## src/rtl/multicycle_control_unit.sv

```systemverilog
// Multicycle MIPS control unit: instruction register, FETCH/DECODE/EXEC/MEM/WB
// sequencer with cache handshakes, sub-word byte enables and an LL/SC link register.
module multicycle_control_unit #(
  parameter int WORD_W         = 32,
  parameter int REGSEL_W       = 5,
  parameter int ENABLE_SUBWORD = 1,
  parameter int ENABLE_ATOMIC  = 1
) (
  input  logic                clk_i,
  input  logic                rst_i,
  input  logic [31:0]         instr_i,
  input  logic                ihit_i,
  input  logic                dhit_i,
  input  logic [WORD_W-1:0]   alu_out_i,
  input  logic                snoop_valid_i,
  input  logic [WORD_W-1:0]   snoop_addr_i,
  output logic                iren_o,
  output logic                dren_o,
  output logic                dwen_o,
  output logic [3:0]          dbyteen_o,
  output logic                datomic_o,
  output logic [REGSEL_W-1:0] rsel1_o,
  output logic [REGSEL_W-1:0] rsel2_o,
  output logic [REGSEL_W-1:0] wsel_o,
  output logic [WORD_W-1:0]   immediate_o,
  output logic                alu_src_o,
  output logic [3:0]          alu_op_o,
  output logic [1:0]          wdata_src_o,
  output logic                reg_write_o,
  output logic [1:0]          pc_sel_o,
  output logic                pc_wen_o,
  output logic                sc_result_o,
  output logic                halt_o,
  output logic [2:0]          state_o
);

  localparam logic [2:0] ST_FETCH  = 3'd0;
  localparam logic [2:0] ST_DECODE = 3'd1;
  localparam logic [2:0] ST_EXEC   = 3'd2;
  localparam logic [2:0] ST_MEM    = 3'd3;
  localparam logic [2:0] ST_WB     = 3'd4;
  localparam logic [2:0] ST_HALTED = 3'd5;

  localparam logic [3:0] ALU_SLL = 4'd0, ALU_SRL = 4'd1, ALU_ADD = 4'd2, ALU_SUB = 4'd3;
  localparam logic [3:0] ALU_AND = 4'd4, ALU_OR  = 4'd5, ALU_XOR = 4'd6, ALU_NOR = 4'd7;
  localparam logic [3:0] ALU_SLT = 4'd8, ALU_SLTU = 4'd9;

  // Instruction classes driving the sequencer
  localparam logic [3:0] C_UNK = 4'd0, C_ALU = 4'd1, C_BR = 4'd2, C_J = 4'd3, C_JAL = 4'd4;
  localparam logic [3:0] C_JR = 4'd5, C_LOAD = 4'd6, C_STORE = 4'd7, C_LL = 4'd8, C_SC = 4'd9;
  localparam logic [3:0] C_HALT = 4'd10;

  localparam logic [1:0] SZ_WORD = 2'd0, SZ_BYTE = 2'd1, SZ_HALF = 2'd2;

  logic [2:0]          state_q, state_d;
  logic [31:0]         ir_q, ir_d;
  logic                link_valid_q, link_valid_d;
  logic [WORD_W-3:0]   link_addr_q, link_addr_d;
  logic                sc_q, sc_d;

  logic [5:0]          opcode, funct;
  logic [REGSEL_W-1:0] rs_f, rt_f, rd_f, wsel_dec;
  logic [WORD_W-1:0]   imm_sext, imm_zext, imm_lui, imm_shamt, imm_dec;
  logic [3:0]          cls, alu_op_dec;
  logic                alu_src_dec;
  logic [1:0]          size_dec, wdata_dec;
  logic [3:0]          byteen;
  logic                snoop_match, sc_ok, decoded_window;

  assign opcode    = ir_q[31:26];
  assign funct     = ir_q[5:0];
  assign rs_f      = REGSEL_W'(ir_q[25:21]);
  assign rt_f      = REGSEL_W'(ir_q[20:16]);
  assign rd_f      = REGSEL_W'(ir_q[15:11]);
  assign imm_sext  = {{(WORD_W-16){ir_q[15]}}, ir_q[15:0]};
  assign imm_zext  = {{(WORD_W-16){1'b0}}, ir_q[15:0]};
  assign imm_lui   = imm_zext << 16;
  assign imm_shamt = {{(WORD_W-5){1'b0}}, ir_q[10:6]};

  // Word-granular compare: low two address bits are forced equal on both sides
  assign snoop_match = snoop_valid_i && ((snoop_addr_i | WORD_W'(3)) == {link_addr_q, 2'b11});
  // A snoop hitting the link in the same cycle as SC evaluation makes the SC fail
  assign sc_ok = (ENABLE_ATOMIC == 0) ||
                 (link_valid_q && (alu_out_i[WORD_W-1:2] == link_addr_q) && !snoop_match);

  // Opcode/funct decode of the registered instruction
  always_comb begin
    cls         = C_UNK;
    alu_op_dec  = ALU_ADD;
    alu_src_dec = 1'b0;
    imm_dec     = imm_sext;
    wsel_dec    = rt_f;
    size_dec    = SZ_WORD;
    case (opcode)
      6'h00: begin
        wsel_dec = rd_f;
        cls      = C_ALU;
        case (funct)
          6'h00:        begin alu_op_dec = ALU_SLL; alu_src_dec = 1'b1; imm_dec = imm_shamt; end
          6'h02:        begin alu_op_dec = ALU_SRL; alu_src_dec = 1'b1; imm_dec = imm_shamt; end
          6'h08:        cls = C_JR;
          6'h20, 6'h21: alu_op_dec = ALU_ADD;
          6'h22, 6'h23: alu_op_dec = ALU_SUB;
          6'h24:        alu_op_dec = ALU_AND;
          6'h25:        alu_op_dec = ALU_OR;
          6'h26:        alu_op_dec = ALU_XOR;
          6'h27:        alu_op_dec = ALU_NOR;
          6'h2A:        alu_op_dec = ALU_SLT;
          6'h2B:        alu_op_dec = ALU_SLTU;
          default:      cls = C_UNK;
        endcase
      end
      6'h02:        cls = C_J;
      6'h03:        begin cls = C_JAL; wsel_dec = REGSEL_W'(31); end
      6'h04, 6'h05: begin cls = C_BR; alu_op_dec = ALU_SUB; end
      6'h08, 6'h09: begin cls = C_ALU; alu_src_dec = 1'b1; end
      6'h0A:        begin cls = C_ALU; alu_src_dec = 1'b1; alu_op_dec = ALU_SLT; end
      6'h0B:        begin cls = C_ALU; alu_src_dec = 1'b1; alu_op_dec = ALU_SLTU; end
      6'h0C:        begin cls = C_ALU; alu_src_dec = 1'b1; alu_op_dec = ALU_AND; imm_dec = imm_zext; end
      6'h0D:        begin cls = C_ALU; alu_src_dec = 1'b1; alu_op_dec = ALU_OR;  imm_dec = imm_zext; end
      6'h0E:        begin cls = C_ALU; alu_src_dec = 1'b1; alu_op_dec = ALU_XOR; imm_dec = imm_zext; end
      6'h0F:        begin cls = C_ALU; alu_src_dec = 1'b1; alu_op_dec = ALU_OR;  imm_dec = imm_lui;  end
      6'h23:        begin cls = C_LOAD;  alu_src_dec = 1'b1; end
      6'h24: if (ENABLE_SUBWORD != 0) begin cls = C_LOAD;  alu_src_dec = 1'b1; size_dec = SZ_BYTE; end
      6'h25: if (ENABLE_SUBWORD != 0) begin cls = C_LOAD;  alu_src_dec = 1'b1; size_dec = SZ_HALF; end
      6'h28: if (ENABLE_SUBWORD != 0) begin cls = C_STORE; alu_src_dec = 1'b1; size_dec = SZ_BYTE; end
      6'h29: if (ENABLE_SUBWORD != 0) begin cls = C_STORE; alu_src_dec = 1'b1; size_dec = SZ_HALF; end
      6'h2B:        begin cls = C_STORE; alu_src_dec = 1'b1; end
      6'h30:        begin cls = (ENABLE_ATOMIC != 0) ? C_LL : C_LOAD; alu_src_dec = 1'b1; end
      6'h38:        begin cls = C_SC; alu_src_dec = 1'b1; end
      6'h3F:        cls = C_HALT;
      default:      cls = C_UNK;
    endcase
  end

  // Byte enables from access size and the low address bits
  always_comb begin
    byteen = 4'b1111;
    if (size_dec == SZ_BYTE)      byteen = 4'b0001 << alu_out_i[1:0];
    else if (size_dec == SZ_HALF) byteen = alu_out_i[1] ? 4'b1100 : 4'b0011;
  end

  // Writeback source per class
  always_comb begin
    wdata_dec = 2'b00;
    if (cls == C_LOAD || cls == C_LL) wdata_dec = 2'b01;
    else if (cls == C_JAL)            wdata_dec = 2'b10;
    else if (cls == C_SC)             wdata_dec = 2'b11;
  end

  // Next-state, instruction capture, SC outcome and link register update
  always_comb begin
    state_d      = state_q;
    ir_d         = ir_q;
    sc_d         = sc_q;
    link_valid_d = link_valid_q;
    link_addr_d  = link_addr_q;
    case (state_q)
      ST_FETCH:  if (ihit_i) begin ir_d = instr_i; state_d = ST_DECODE; end
      ST_DECODE: state_d = (cls == C_HALT) ? ST_HALTED : ST_EXEC;
      ST_EXEC: begin
        case (cls)
          C_LOAD, C_STORE, C_LL: state_d = ST_MEM;
          C_ALU, C_JAL:          state_d = ST_WB;
          C_SC: begin
            sc_d    = sc_ok;
            state_d = sc_ok ? ST_MEM : ST_WB;
          end
          default:               state_d = ST_FETCH;
        endcase
      end
      ST_MEM:    if (dhit_i) state_d = (cls == C_STORE) ? ST_FETCH : ST_WB;
      ST_WB:     state_d = ST_FETCH;
      default:   state_d = ST_HALTED;
    endcase
    // Ordering gives snoop < SC clear < LL set, so an LL completing alongside a snoop keeps its link
    if (snoop_match) link_valid_d = 1'b0;
    if (state_q == ST_WB && cls == C_SC) link_valid_d = 1'b0;
    if (state_q == ST_MEM && cls == C_LL && dhit_i) begin
      link_valid_d = 1'b1;
      link_addr_d  = alu_out_i[WORD_W-1:2];
    end
  end

  // State registers; reset abandons any in-flight access
  always_ff @(posedge clk_i or posedge rst_i) begin
    if (rst_i) begin
      state_q      <= ST_FETCH;
      ir_q         <= '0;
      link_valid_q <= 1'b0;
      link_addr_q  <= '0;
      sc_q         <= 1'b0;
    end else begin
      state_q      <= state_d;
      ir_q         <= ir_d;
      link_valid_q <= link_valid_d;
      link_addr_q  <= link_addr_d;
      sc_q         <= sc_d;
    end
  end

  assign decoded_window = !rst_i && (state_q == ST_DECODE || state_q == ST_EXEC ||
                                     state_q == ST_MEM || state_q == ST_WB);

  // Output decode from state and IR; only the store-completion PC strobe is qualified by dhit
  always_comb begin
    iren_o      = 1'b0;
    dren_o      = 1'b0;
    dwen_o      = 1'b0;
    dbyteen_o   = 4'b0000;
    datomic_o   = 1'b0;
    reg_write_o = 1'b0;
    pc_wen_o    = 1'b0;
    pc_sel_o    = 2'b11;
    rsel1_o     = '0;
    rsel2_o     = '0;
    wsel_o      = '0;
    immediate_o = '0;
    alu_src_o   = 1'b0;
    alu_op_o    = 4'd0;
    wdata_src_o = 2'b00;
    if (decoded_window) begin
      rsel1_o     = rs_f;
      rsel2_o     = rt_f;
      wsel_o      = wsel_dec;
      immediate_o = imm_dec;
      alu_src_o   = alu_src_dec;
      alu_op_o    = alu_op_dec;
      wdata_src_o = wdata_dec;
    end
    case (state_q)
      ST_FETCH: iren_o = !rst_i;
      ST_EXEC: begin
        case (cls)
          C_BR:  begin pc_wen_o = 1'b1; pc_sel_o = 2'b01; end
          C_J:   begin pc_wen_o = 1'b1; pc_sel_o = 2'b00; end
          C_JR:  begin pc_wen_o = 1'b1; pc_sel_o = 2'b10; end
          C_UNK: begin pc_wen_o = 1'b1; pc_sel_o = 2'b11; end
          default: ;
        endcase
      end
      ST_MEM: begin
        dren_o    = (cls == C_LOAD) || (cls == C_LL);
        dwen_o    = (cls == C_STORE) || (cls == C_SC);
        dbyteen_o = byteen;
        datomic_o = (ENABLE_ATOMIC != 0) && ((cls == C_LL) || (cls == C_SC));
        pc_wen_o  = (cls == C_STORE) && dhit_i;
      end
      ST_WB: begin
        reg_write_o = (wsel_dec != '0);
        pc_wen_o    = 1'b1;
        pc_sel_o    = (cls == C_JAL) ? 2'b00 : 2'b11;
      end
      default: ;
    endcase
  end

  assign sc_result_o = sc_q;
  assign halt_o      = (state_q == ST_HALTED);
  assign state_o     = state_q;

endmodule

```

## config.mk

```make
export PLATFORM = sky130hd
export DESIGN_NAME = multicycle_control_unit
export DESIGN_NICKNAME = d
export VERILOG_FILES = /design/src/rtl/multicycle_control_unit.sv
export SDC_FILE = /design/constraint.sdc
export NUM_CORES = 1
export LEC_CHECK = 0
export CORE_MARGIN = 2
export CORE_UTILIZATION = 50
export CTS_BUF_LIST = sky130_fd_sc_hd__clkbuf_4
export CTS_CLUSTER_DIAMETER = 80
export DETAILED_ROUTE_END_ITERATION = 8
export PLACE_DENSITY = 0.95
export REMOVE_ABC_BUFFERS = 1
export SETUP_SLACK_MARGIN = 0.2
export SYNTH_ARGS = -nofsm -noshare
export SYNTH_HDL_FRONTEND = slang
export SYNTH_SLANG_ARGS = --single-unit
```

## constraint.sdc

```tcl
create_clock -name clk_i -period 9.5 [get_ports clk_i]
set_input_delay 1.9 -clock clk_i [delete_from_list [all_inputs] [get_ports clk_i]]
set_output_delay 1.9 -clock clk_i [all_outputs]
set_load 0.03 [all_outputs]
```

**Word level (Yosys, flattened, before mapping)**

Index checks and enable logic that the tools add are counted.
W data, S select, Z words.

- Reduce and logical (&&, ||, !) cells: 40
- Muxes and demuxes: 44
- Add/sub/neg operators: 0
- Magnitude comparators: 0
- Shift operators: 1
- Equal/unequal tests: 54
- Multiply operators: 0
- Divide/modulo/power cells: 0
- Bitwise gates (word level): 0

Operators with widths:

| operator | number |
|---|---|
| $eq A6 B6 Y1 const B | 19 |
| $pmux W32 S3 | 1 |
| $mux W32 | 2 |
| $eq A30 B30 Y1 | 2 |
| $eq A6 B4 Y1 const B | 9 |
| $pmux W4 S10 | 1 |
| $pmux W4 S9 | 1 |
| $pmux W4 S7 | 1 |
| $mux W4 | 5 |
| $eq A6 B2 Y1 const B | 3 |
| $eq A4 B3 Y1 const B | 4 |
| $reduce_or A16 Y1 | 1 |
| $mux W3 | 5 |
| $mux W5 | 3 |
| $pmux W3 S5 | 1 |
| $reduce_or A2 Y1 | 7 |
| $eq A4 B4 Y1 const B | 3 |
| $eq A6 B3 Y1 const B | 2 |
| $logic_not A6 Y1 | 2 |
| $reduce_or A12 Y1 | 1 |
| $reduce_or A3 Y1 | 4 |
| $mux W1 | 11 |
| $mux W2 | 5 |
| $pmux W5 S2 | 1 |
| other kinds (25) | 45 |

- ROM bits: 0
- Register bits: 67
- Bits of input ports: 101
- Bits in latches: 0
- Memories: 0
- Memory bits (writable): 0
- Output and inout port bits: 71

**Longest topological paths before layout**

Gate-level depths: netlist of run 1.

- Depth in word-level cells: 9
- Depth in mapped cells: 8
- Gate-level depth less buffers: 6

**Worst setup path before layout of run 1**

No wires, ideal clock.

- Path type: input to output
- From: input rst_i
- To: output wsel_o[4]
- Data arrival time: 4755 ps
- Slack: 2845 ps
- Stages on the path: 4
- Cells stage by stage: inv_1 o21ai_0 clkbuf_1 a211oi_1

- Longest elaborated chain between the ends: 3

RTL lines:

| element | line | RTL |
|---|---|---|
| start, declared | 10 | `input logic rst_i,` |
| $logic_not A1 Y1 | 202 | `assign decoded_window = !rst_i && (state_q == ST_DECODE \|\| state_q == ST_EXEC \|\|` |
| $logic_and A1 B1 Y1 | 202 |  |
| $mux W5 | 222 | `if (decoded_window) begin` |
| end, declared | 24 | `output logic [REGSEL_W-1:0] wsel_o,` |

Every way passes these cells.

**Worst setup path in the final report of run 1**

- From: input rst_i
- To: output immediate_o[24]

- Longest elaborated chain between the ends: 3

RTL lines:

| element | line | RTL |
|---|---|---|
| $logic_not A1 Y1 | 202 |  |
| $logic_and A1 B1 Y1 | 202 |  |
| $mux W32 | 222 |  |
| end, declared | 25 | `output logic [WORD_W-1:0] immediate_o,` |

Every way passes these cells.

==> metrics.csv, run 1 <==
stage,metric,value,unit
routing,drt-initial-drc-count,537,
sta,whs,500,ps
worst_setup_path,worstSetupEndpointType,output port,
clock_tree,postCtsHoldBufs,0,
sta,tightest_slew,1140,ps
layout,nets,757,
synth,synth-seq-area-share,0.358,
synth,synth_compound_area_frac,0.145,
status,status,"finished, final reports clean",
worst_setup_path,crit_required,7600,ps
min_path,hold_class,flop to flop,
sta,post-route-min-period,7110,ps
worst_setup_path,worst_ep_arrival_time,5210,ps
layout,drive_gt1_frac,0.135,
synth,postSynth.asyncResetShare,1.00,
floorplan,io-pin-count,172,
power_and_ir_drop,leakage,2.52,nW
global_routing,grt_pass1_wl,22800,um
sta,setup_tns,0,ps
routing,wl_per_cell,18.6,um
synth,synth_xor_area_frac,0.114,
sta,rsz0062_at_grt,no,
synth,dominantRegCellSynth,dfrtp_1,
worst_setup_path,worst-setup-path-type,input port to output port,
global_routing,grt_pass1_vias,4570,
synth,synthMuxAreaShare,0.137,
worst_setup_path,start_kind,input port,
routing,drt_wl_total,14300,um
floorplan,core,9150,um^2
global_routing,grt_util_all_layers,0.286,
clock_tree,clk_latency,430,ps
synth,syn_area,4680,um^2
synth,synth_area_leaders,"dfrtp_1 36%, mux2_2 14%, xnor2_1 5.8%",
power_and_ir_drop,power_density,284,nW/um^2
synth,synthAdderAreaFrac,0,
synth,synth_top_family_by_area,simple AND/OR/NAND/NOR gates,
floorplan,initial_core_util,0.511,
synth,ys_warn_count,0,
worst_setup_path,timing.rr.start,ir_q[27],
floorplan,die_x,101,um
worst_setup_path,regToRegSetupSlack,6990,ps
routing,num_vias,4585,
global_routing,grt_max_degree,70,
worst_setup_path,crit_family,buffers and inverters,
clock_tree,post_cts_buffers,0,
sta,finalSetupViolations,0,
synth,synth_top_area_share,0.358,
global_routing,grt_overflow,0,
synth,ys_types,60,
worst_setup_path,rr_endpoint,link_addr_q[10],
routing,via_per_inst,5.94,
floorplan,die_area,10100,um^2
global_routing,antenna_found_initial,0,
clock_tree,root_buffer,clkbuf_4,
placed_design,dpl.hpwl,10700,um
synth,synth_edf_count,0,
floorplan,die_y,101,um
clock_tree,clock-sinks,67,
sta,max_slew_margin,0.233,
sta,maxSlewViolCount,0,
worst_setup_path,ff2ff_path_depth,6,
clock_tree,cts_tree,done,
sta,max_clock_freq,0.141,GHz
clock_tree,cts_buffers,9,
clock_tree,clkTransAtPathRegs,120,ps
sta,skew,18.9,ps
sta,finalHoldViolations,0,
clock_tree,clk_path_buf_depth,2,
sta,min_period_over_period,0.748,
run,maxCapViolCount,0,
floorplan,rows,35,
placed_design,place.gp.congestion,0.929,
worst_setup_path,slowest_delay,720,ps
clock_tree,htree_levels,3,
worst_setup_path,cpMostUsedCell,clkdlybuf4s50_1,
worst_setup_path,crit_path_top_delay_cell,clkdlybuf4s50_1,
synth,ys_seq_elements,67,
synth,synth_area_leader_cell,dfrtp_1,
routing,ant_nets,0,
synth,netlist_instances,505,
synth,syn_avg_cell_area,9.27,um^2
min_path,min_to,sc_result_o,
power_and_ir_drop,max-vdd-ir-drop,0.189,mV
routing,drt_pre_antenna_iters,7,
layout,num_antenna_cells,0,
placed_design,numPortBuffers,169,
synth,yosys.area_share.simple,0.199,
min_path,worst_hold_path.num_cells,1,
clock_tree,ctsResizeCount,0,
worst_setup_path,crit_buf_inv,4,
layout,syn_to_final_growth,39.2,%
worst_setup_path,crit_chain,"clkdlybuf4s50_1, inv_2, buf_4, o21a_1, o21ai_1, a21oi_1, clkdlybuf4s50_1",
min_path,min-delay-start,sc_result_o,
routing,drc_errors,0,
worst_setup_path,worst-path-max-fanout,69,
[worst register-to-register path, cell delays in order (launching register included)]
cell and delay, ps:
dfrtp_1 630, or2_1 440, nor2_4 190, nand2_2 100, nor4_4 240, buf_4 400
mux2_2 410
[layer usage]
metal | wire length, um | global-route usage | vias to the layer above
met3 | 1100 | 0.0603 | 51
met5 | 0 | 0 | -
met2 | 7130 | 0.486 | 249
met4 | 552 | 0.134 | 0
li1 | - | - | 2106
met1 | 5570 | 0.345 | 2179
[logic make-up after synthesis]
kind of cell              Yosys count
xor gates and xnor gates           61
buffers and inverters              44
muxes                              57
and+or+nand+nor                   171
AOI/OAI and AO/OA                 105
DFF                                67
[Yosys cell counts (2+ instances only)]
| library cell | n |
|---|---|
| inv_1 | 11 |
| nand2_1 | 35 |
| nor2_1 | 34 |
| a21oi_1 | 34 |
| a21boi_0 | 5 |
| buf_1 | 2 |
| a31oi_1 | 4 |
| nor4_1 | 13 |
| and2_1 | 22 |
| xnor2_1 | 31 |
| buf_6 | 4 |
| or2_2 | 2 |
| a22o_1 | 4 |
| o21ai_0 | 17 |
| xor2_1 | 30 |
| o21a_1 | 3 |
| a21o_1 | 2 |
| a211oi_1 | 2 |
| nor2b_1 | 3 |
| a41oi_1 | 3 |
| nand3b_1 | 3 |
| nor4_4 | 2 |
| o22ai_1 | 7 |
| buf_2 | 15 |
| and4_1 | 2 |
| o31ai_1 | 5 |
| mux2_2 | 57 |
| nor3_1 | 8 |
| nand3_1 | 12 |
| dfrtp_1 | 67 |
| o21bai_1 | 5 |
| nand4_1 | 14 |
| or3_1 | 2 |
| clkbuf_1 | 12 |
| nand2b_1 | 8 |
[where the power goes]
part / internal (mW) / leakage (nW) / total, mW / switching (mW)
Sequential: 0.394 / 0.828 / 0.613 / 0.219
Clock: 0.0820 / 0.0771 / 0.202 / 0.120
Combinational: 0.479 / 1.62 / 1.04 / 0.557
[state kept, by name (all words and copies together) (netlist names)]
| signal | count |
|---|---|
| sc_result_o | 1 |
| state_o | 3 |
| link_valid_q | 1 |
| ir_q | 32 |
| link_addr_q | 30 |
[stage by stage]
step	power [mW]	cells	worst slack, ps	area, um^2	util
floorplan	1.23	472	2460	4510	-
global placement	1.59	756	2500	6370	0.696
detailed placement	1.64	756	2400	6370	0.696
CTS	1.84	772	2390	6520	0.712
global route	1.96	772	2150	6520	0.712
finish	1.85	772	2390	6520	0.712
[cell type report]
type | count | area, um^2
multi-input cells | 394 | 2800
fillers | 627 | 2640
repair buffers | 173 | 1720
flip-flops and latches | 67 | 1680
well taps | 111 | 139
clock inverters | 7 | 73.8
clock buffers | 9 | 67.6
inverters | 11 | 41.3
[how the worst max path moves through the flow]
stage          start               to  slack [ps]  cells after the start
2_1_floorplan  rst_i        wsel_o[4]        2460                      3
3_3_place_gp   rst_i  immediate_o[27]        2500                      7
3_5_place_dp   rst_i  immediate_o[21]        2400                      7
4_1_cts        rst_i  immediate_o[21]        2390                      7
5_1_grt        rst_i  immediate_o[30]        2150                      7
6_report       rst_i  immediate_o[24]        2390                      7
[cells in the final DEF, fill, tap and decap left out, types with 9 or more instances in the layout]
cell             count
dfrtp_1             67
inv_1               10
a21oi_1             34
nand4_1             14
o21ai_0             17
xnor2_1             31
xor2_1              30
and2_1              22
nand3_1             12
clkbuf_4             9
nor4_1              13
clkdlybuf4s50_1    169
mux2_2              57
nand2_1             35
nor2_1              34
Note: power is estimated with default switching activity, not from simulation.
==> run 2, diff against run 1 <==
- CORE_UTILIZATION: 50 -> 47
- PLACE_DENSITY: 0.95 -> 0.94
- clock period: 9.5 -> 6.85 ns (I/O delays scaled with it)
==> run 2 against run 1 <==
Effect of this change: hold slack got worse by 9.6 ps; worst setup slack lost 770 ps; highest routed layer unchanged; first-iteration DRC count is 25% lower; largest power group unchanged; critical path depth is 1 lower; via count is 1.9% lower.
==> metrics.csv, run 2 (synthesis results as in run 1) <==
stage,metric,value,unit,change
status,status,"finished, final reports clean",,unchanged
layout,nets,757,,unchanged
worst_setup_path,start_kind,input port,,unchanged
worst_setup_path,cpMostUsedCell,clkdlybuf4s50_1,,unchanged
floorplan,core,9730,um^2,was 9150 um^2
layout,syn_to_final_growth,38.8,%,was 39.2%
floorplan,die_y,104,um,was 101 um
worst_setup_path,slowest_delay,700,ps,was 720 ps
clock_tree,ctsResizeCount,0,,unchanged
min_path,hold_class,flop to flop,,unchanged
worst_setup_path,worst_ep_arrival_time,3850,ps,was 5210 ps
clock_tree,postCtsHoldBufs,0,,unchanged
placed_design,place_inst,778,,was 756
floorplan,die_x,104,um,was 101 um
floorplan,rows,36,,was 35
placed_design,numPortBuffers,169,,unchanged
routing,drc_errors,0,,unchanged
worst_setup_path,crit_required,5480,ps,was 7600 ps
worst_setup_path,crit_chain,"clkdlybuf4s50_1, inv_2, o21a_1, o21ai_1, a21oi_1, clkdlybuf4s50_1",,"was clkdlybuf4s50_1, inv_2, buf_4, o21a_1, o21ai_1, a21oi_1, clkdlybuf4s50_1"
clock_tree,cts_buffers,9,,unchanged
clock_tree,clkTransAtPathRegs,110,ps,was 120 ps
layout,top_register,ir_q,,unchanged
placed_design,pre_cts_slack,1640,ps,was 2400 ps
sta,skew,14.1,ps,was 18.9 ps
routing,drt_pre_antenna_iters,5,,was 7
sta,maxSlewViolCount,0,,unchanged
layout,stdcell_count,792,,was 772
layout,drive_gt1_frac,0.129,,was 0.135
global_routing,grt_max_degree,68,,was 70
clock_tree,htree_levels,3,,unchanged
min_path,worst_hold_path.num_cells,1,,unchanged
sta,layout_setup_ws,1630,ps,was 2390 ps
sta,post-route-min-period,5220,ps,
routing,ant_nets,0,,unchanged
worst_setup_path,worst-path-max-fanout,16,,was 69
placed_design,place.gp.congestion,0.937,,was 0.929
clock_tree,clk_path_buf_depth,2,,unchanged
global_routing,grt_overflow,0,,unchanged
layout,final_cell_mix,"169 x clkdlybuf4s50_1, 67 x dfrtp_1, 57 x mux2_2, 35 x nand2_1",,unchanged
clock_tree,clock-sinks,67,,unchanged
routing,num_vias,4496,,was 4585
worst_setup_path,crit_family,compound AO/OA/AOI/OAI gates,,was buffers and inverters
clock_tree,clk_latency,410,ps,was 430 ps
sta,tightest_slew,975,ps,was 1140 ps
placed_design,dpl.hpwl,10400,um,was 10700 um
sta,finalSetupViolations,0,,unchanged
sta,max_slew_margin,0.346,,was 0.233
clock_tree,post_cts_buffers,0,,unchanged
global_routing,grt_pass1_vias,4493,,was 4570
clock_tree,cts_tree,done,,unchanged
global_routing,grt_pass1_wl,22700,um,was 22800 um
sta,rsz0062_at_grt,no,,unchanged
sta,max_clock_freq,0.191,GHz,
routing,via_per_inst,5.68,,was 5.94
layout,largest_reg_flops,32,,unchanged
worst_setup_path,ff2ff_path_depth,6,,unchanged
floorplan,io-pin-count,172,,unchanged
worst_setup_path,worstSetupEndpointType,output port,,unchanged
global_routing,antenna_found_initial,0,,unchanged
run,maxCapViolCount,0,,unchanged
routing,wl_per_cell,17.4,um,was 18.6 um
sta,min_period_over_period,0.762,,
floorplan,initial_core_util,0.481,,was 0.511
worst_setup_path,crit_path_top_delay_cell,clkdlybuf4s50_1,,unchanged
power_and_ir_drop,power_density,382,nW/um^2,was 284 nW/um^2
power_and_ir_drop,leakage,2.50,nW,was 2.52 nW
sta,finalHoldViolations,0,,unchanged
floorplan,die_area,10800,um^2,was 10100 um^2
power_and_ir_drop,max-vdd-ir-drop,0.236,mV,was 0.189 mV
layout,num_antenna_cells,0,,unchanged
clock_tree,root_buffer,clkbuf_4,,unchanged
worst_setup_path,crit_buf_inv,3,,was 4
routing,drt_wl_total,13800,um,was 14300 um
sta,setup_tns,0,ps,unchanged
layout,final_common_cell,clkdlybuf4s50_1,,unchanged
routing,drt-initial-drc-count,404,,was 537
worst_setup_path,worst-setup-path-type,input port to output port,,unchanged
worst_setup_path,path_depth,6,,was 7
global_routing,grt_util_all_layers,0.258,,was 0.286
==> run 2: layout make-up <==
cell class / count / area [um^2]
well taps: 133 / 166
clock inverters: 4 / 20.0
flip-flops and latches: 67 / 1680
inverters: 11 / 41.3
repair buffers: 173 / 1720
clock buffers: 10 / 75.1
multi-input cells: 394 / 2800
fillers: 753 / 3230
==> run 2: final timing paths <==
path,end,slack [ps],from
setup / recovery,immediate_o[24],1630,rst_i
hold / removal,sc_result_o,490,sc_result_o
setup reg to reg,link_addr_q[11],4230,ir_q[27]
hold reg to reg,sc_result_o,490,sc_result_o
max in group asynchronous,ir_q[11],4690,rst_i
min in group asynchronous,link_addr_q[3],1590,rst_i
==> run 2: per-stage QoR <==
stage	instance area, um^2	total power, mW	utilization	hold slack [ps]
floorplan	4510	1.70	-	472
global placement	6400	2.20	0.658	469
detailed placement	6400	2.25	0.658	472
CTS	6500	2.48	0.668	498
global route	6500	2.64	0.668	518
finish	6500	2.48	0.668	491
==> run 2: per-layer routing <==
| layer | GRT usage | wire (um) | vias up |
|---|---|---|---|
| met5 | 0 | 0 | - |
| met4 | 0.108 | 444 | 0 |
| met3 | 0.0453 | 950 | 34 |
| met2 | 0.433 | 6940 | 233 |
| met1 | 0.328 | 5480 | 2123 |
| li1 | - | - | 2106 |
==> run 2: report_power, final <==
| part | switching (mW) | internal, mW | leakage, nW |
|---|---|---|---|
| clock network | 0.146 | 0.0720 | 0.0532 |
| logic | 0.753 | 0.664 | 1.62 |
| registers | 0.302 | 0.547 | 0.828 |
